[config.mk]
export PLATFORM = sky130hd
export DESIGN_NAME = mk_tlul2axi_sync_tgl_rx
export DESIGN_NICKNAME = d
export VERILOG_FILES = /design/src/rtl/mk_tlul2axi_sync_tgl_rx.sv
export SDC_FILE = /design/constraint.sdc
export NUM_CORES = 1
export LEC_CHECK = 0
export ABC_AREA = 0
export BUFFER_PORTS_ARGS = -buffer_cell sky130_fd_sc_hd__buf_2
export CORE_ASPECT_RATIO = 0.5
export CORE_UTILIZATION = 45
export CTS_CLUSTER_SIZE = 25
export DETAILED_ROUTE_END_ITERATION = 6
export GPL_ROUTABILITY_DRIVEN = 0
export PLACE_DENSITY_LB_ADDON = 0.2
export SYNTH_ARGS = -nofsm -noshare
export SYNTH_HDL_FRONTEND = slang
export SYNTH_SLANG_ARGS = --single-unit
[constraint.sdc]
create_clock -name clk -period 1.48 [get_ports clk]
set_input_delay 0.296 -clock clk [delete_from_list [all_inputs] [get_ports clk]]
set_output_delay 0.296 -clock clk [all_outputs]
set_load 0.01 [all_outputs]
[src/rtl/mk_tlul2axi_sync_tgl_rx.sv]
// mk_tlul2axi_sync_tgl_rx
// Receive side of a toggle-handshake clock-domain crossing. The request toggle
// arrives already synchronized into clk. Each toggle edge captures the
// bundled payload and presents it as a valid/ready transfer. The acknowledge
// toggle is inverted when the local consumer takes the data.
//
// Ports:
//   clk          - single clock, rising edge
//   reset        - synchronous, active high
//   req_tgl_sync - synchronized request toggle
//   req_data     - bundled payload, held stable by the source while outstanding
//   out_valid    - transfer valid (high exactly while holding a captured word)
//   out_ready    - consumer ready
//   out_data     - captured payload
//   ack_tgl      - acknowledge toggle back to the source domain
//   proto_err    - sticky: a new request arrived while one was still held
//   err_clr      - clears proto_err (a coincident set takes priority)
//   xfer_cnt     - completed transfers, wraps modulo 256
module mk_tlul2axi_sync_tgl_rx #(
    parameter int DATA_WIDTH = 32
) (
    input  logic                  clk,
    input  logic                  reset,
    input  logic                  req_tgl_sync,
    input  logic [DATA_WIDTH-1:0] req_data,
    output logic                  out_valid,
    input  logic                  out_ready,
    output logic [DATA_WIDTH-1:0] out_data,
    output logic                  ack_tgl,
    output logic                  proto_err,
    input  logic                  err_clr,
    output logic [7:0]            xfer_cnt
);

    typedef enum logic {IDLE = 1'b0, HOLD = 1'b1} state_t;

    state_t state, state_nxt;
    logic   req_prev;
    logic   edge_det;
    logic   capture;
    logic   xfer_done;
    logic   err_set;

    assign edge_det = req_tgl_sync ^ req_prev;

    // out_valid is a direct decode of the single-bit state flop.
    assign out_valid = (state == HOLD);

    always_comb begin
        state_nxt = state;
        capture   = 1'b0;
        xfer_done = 1'b0;
        err_set   = 1'b0;
        case (state)
            IDLE: begin
                if (edge_det) begin
                    capture   = 1'b1;
                    state_nxt = HOLD;
                end
            end
            HOLD: begin
                // An edge here is not consumed: req_prev stays put, so the
                // request is still seen as pending on the next IDLE cycle.
                err_set = edge_det;
                if (out_ready) begin
                    xfer_done = 1'b1;
                    state_nxt = IDLE;
                end
            end
            default: state_nxt = IDLE;
        endcase
    end

    always_ff @(posedge clk) begin
        if (reset) begin
            state     <= IDLE;
            req_prev  <= 1'b0;
            out_data  <= '0;
            ack_tgl   <= 1'b0;
            proto_err <= 1'b0;
            xfer_cnt  <= 8'd0;
        end else begin
            state <= state_nxt;
            if (capture) begin
                req_prev <= req_tgl_sync;
                out_data <= req_data;
            end
            if (xfer_done) begin
                ack_tgl  <= ~ack_tgl;
                xfer_cnt <= xfer_cnt + 8'd1;
            end
            if (err_set)
                proto_err <= 1'b1;
            else if (err_clr)
                proto_err <= 1'b0;
        end
    end

endmodule

==> results.sh <==
export IMPL_hold_buffers=0
export IMPL_cts_repair_resized=0
export IMPL_die_area_um2=4060
export IMPL_cap_viol_max_count=0
export IMPL_synth_cell_types=24
export IMPL_clkLatencyLatePin_ns=0.28
export IMPL_finish_net_count=316
export IMPL_yosys_area_share_simple_pct=16.3
export IMPL_finalSetupTns_ns=0
export IMPL_grt_pass1_wl_mm=5.98
export IMPL_synth_fa_ha_area_share_pct=0.733
export IMPL_min_period_ns=1.41
export IMPL_tightestPinTransition_ns=0.236
export IMPL_max_slew_margin_pct=84.2
export IMPL_status="complete, but fails checks"
export IMPL_hold_viol=0
export IMPL_setup_viol=0
export IMPL_grt_overflow=0
export IMPL_drv_slew=0
export IMPL_synth_nets=239
export IMPL_grt_antenna_before_repair=0
export IMPL_cts_made_buffers=5
export IMPL_vias_per_cell=5.13
export IMPL_htree_levels=2
export IMPL_synthTopCellsByArea="dfxtp_1, a21oi_1, o21ai_0"
export IMPL_avgSynthCellArea_um2=8.50
export IMPL_ctsRootBufferMaster="clkbuf_8"
export IMPL_ios=80
export IMPL_first_pass_iters=6
export IMPL_min_path_type="in -> reg"
export IMPL_design_area_um2=2270
export IMPL_row_count=15
export IMPL_synthMuxAreaShare_pct=0.586
export IMPL_synth_xor_area_share_pct=3.00
export IMPL_die_y_um=45.6
export IMPL_synth_seq_cells=44
export IMPL_rsz0062_at_grt="no"
export IMPL_hpwl_mm=2.73
export IMPL_final_common_cell="buf_2"
export IMPL_path_max_fanout=16
export IMPL_violations="DRC"
export IMPL_clock_skew_ns=0.00316
export IMPL_drive_gt1_share_pct=34.8
export IMPL_wl_mm=3.92
export IMPL_irDropWorstVdd_mv=0.683
export IMPL_async_reset_ff_share_pct=0
export IMPL_vias=1693
export IMPL_fin_crit_sh_pct=95.1
export IMPL_n_antenna_cell=0
export IMPL_ys_seq_area_share_pct=51.6
export IMPL_whs_ns=0.220
export IMPL_place_area_um2=2180
export IMPL_synthCells=201
export IMPL_worstPathArrival_ns=1.11
export IMPL_grt_max_degree=34
export IMPL_cts_sinks=44
export IMPL_synth_edff_count=0
export IMPL_ys_warn_count=0
export IMPL_synth_area_um2=1710
export IMPL_final_cell_mix="buf_2, dfxtp_1, a21oi_1"
export IMPL_leakage_nw=1.02
export IMPL_synthFlopType="dfxtp_1"
export IMPL_clock_fmax_ghz=0.710
export IMPL_core_area_um2=3530
export IMPL_synth_top_cell_area_share_pct=51.6
export IMPL_p_per_area_nw_per_um2=1140
export IMPL_initial_core_util_pct=48.4
export IMPL_required_ns=1.18
export IMPL_syn_to_final_growth_pct=32.8
export IMPL_criticalPathCategory="reg -> out"
export IMPL_wl_per_cell_um=11.9
export IMPL_route_detailed_drc=2
export IMPL_drtAntennaViolNets=0
export IMPL_clock_path_buffers=2
export IMPL_synth_compound_area_share_pct=22.7
export IMPL_drtIter0Drc=42
export IMPL_port_buffers=79
export IMPL_startpoint_type="flop"
export IMPL_yosys_area_top_type="dfxtp_1"
export IMPL_crit_path_end_kind="primary output"
export IMPL_clk_pin_slew_ns=0.08
export IMPL_synth_top_family_by_area="compound AO/OA/AOI/OAI gates"
export IMPL_cts_tree="done"
export IMPL_grtUsageTotal_pct=19.5
export IMPL_post_cts_buffers=0
export IMPL_grt_pass1_vias=1364
export IMPL_chipWidth_um=89.1
==> area by class of cell <==
cell class / instances / area (µm²)
clock buffer: 8 / 90.1
fill: 324 / 1260
tap: 51 / 63.8
multi-input combinational: 136 / 747
sequential: 44 / 881
timing repair buffer: 88 / 475
inverter: 3 / 11.3
==> cell usage after synthesis (2+ instances only) <==
master     n
a21oi_1   40
buf_2      3
clkbuf_1  12
dfxtp_1   44
inv_1      3
nand2_1    3
nand3_1   35
nor2_1     5
o21ai_0   36
or3_1      4
xnor2_1    2
xor2_1     2
==> state kept, by name (all words and copies together), names as in the netlist <==
name	flops
ack_tgl	1
out_data	32
out_valid	1
proto_err	1
req_prev	1
xfer_cnt	8
==> worst max-delay path, stage by stage, from the launching register on <==
cell	delay (ns)
dfxtp_1	0.43
buf_4	0.24
buf_2	0.15
==> layer usage <==
layer / vias up / GRT usage, % / part of all wire [%]
met5: - / 0 / 0
met3: 5 / 5.98 / 5.0
met1: 773 / 24.3 / 48
met4: 0 / 4.76 / 0.69
met2: 51 / 33.9 / 46
li1: 864 / - / -
==> final timing paths <==
path | startpoint | to | slack (ns) | cells past startpoint
worst max-delay path | out_valid | out_valid | 0.07 | 2
worst min-delay path | reset | out_data[16] | 0.22 | 2
worst max register to register | xfer_cnt[0] | xfer_cnt[4] | 0.18 | 4
worst min register to register | out_data[25] | out_data[25] | 0.47 | 2
==> stage by stage <==
stage | worst slack [ns] | power (mW) | cells | utilization [%]
detailed placement | 0.199 | 1.86 | 322 | 61.7
finish | 0.0723 | 2.58 | 330 | 64.3
CTS | 0.0524 | 2.62 | 330 | 64.3
global placement | 0.256 | 1.86 | 322 | 61.7
floorplan | 0.206 | 1.64 | 201 | -
global route | 0.00487 | 2.73 | 330 | 64.3
==> cell families (layout without fill, tap and decap cells) <==
family,count (synthesis),count (layout)
fa+ha+maj,1,1
compound gates,77,77
flops,44,44
mux,1,1
xor+xnor,5,5
buf+inv,21,99
simple gates,52,52
==> where the power goes <==
part | leakage, nW | total (mW) | internal [mW] | switching (mW)
logic | 0.613 | 0.511 | 0.215 | 0.296
registers | 0.360 | 1.32 | 1.28 | 0.0486
clock network | 0.0455 | 0.744 | 0.381 | 0.363
total | 1.02 | 2.58 | 1.87 | 0.708
(Power assumes the default switching activity.)
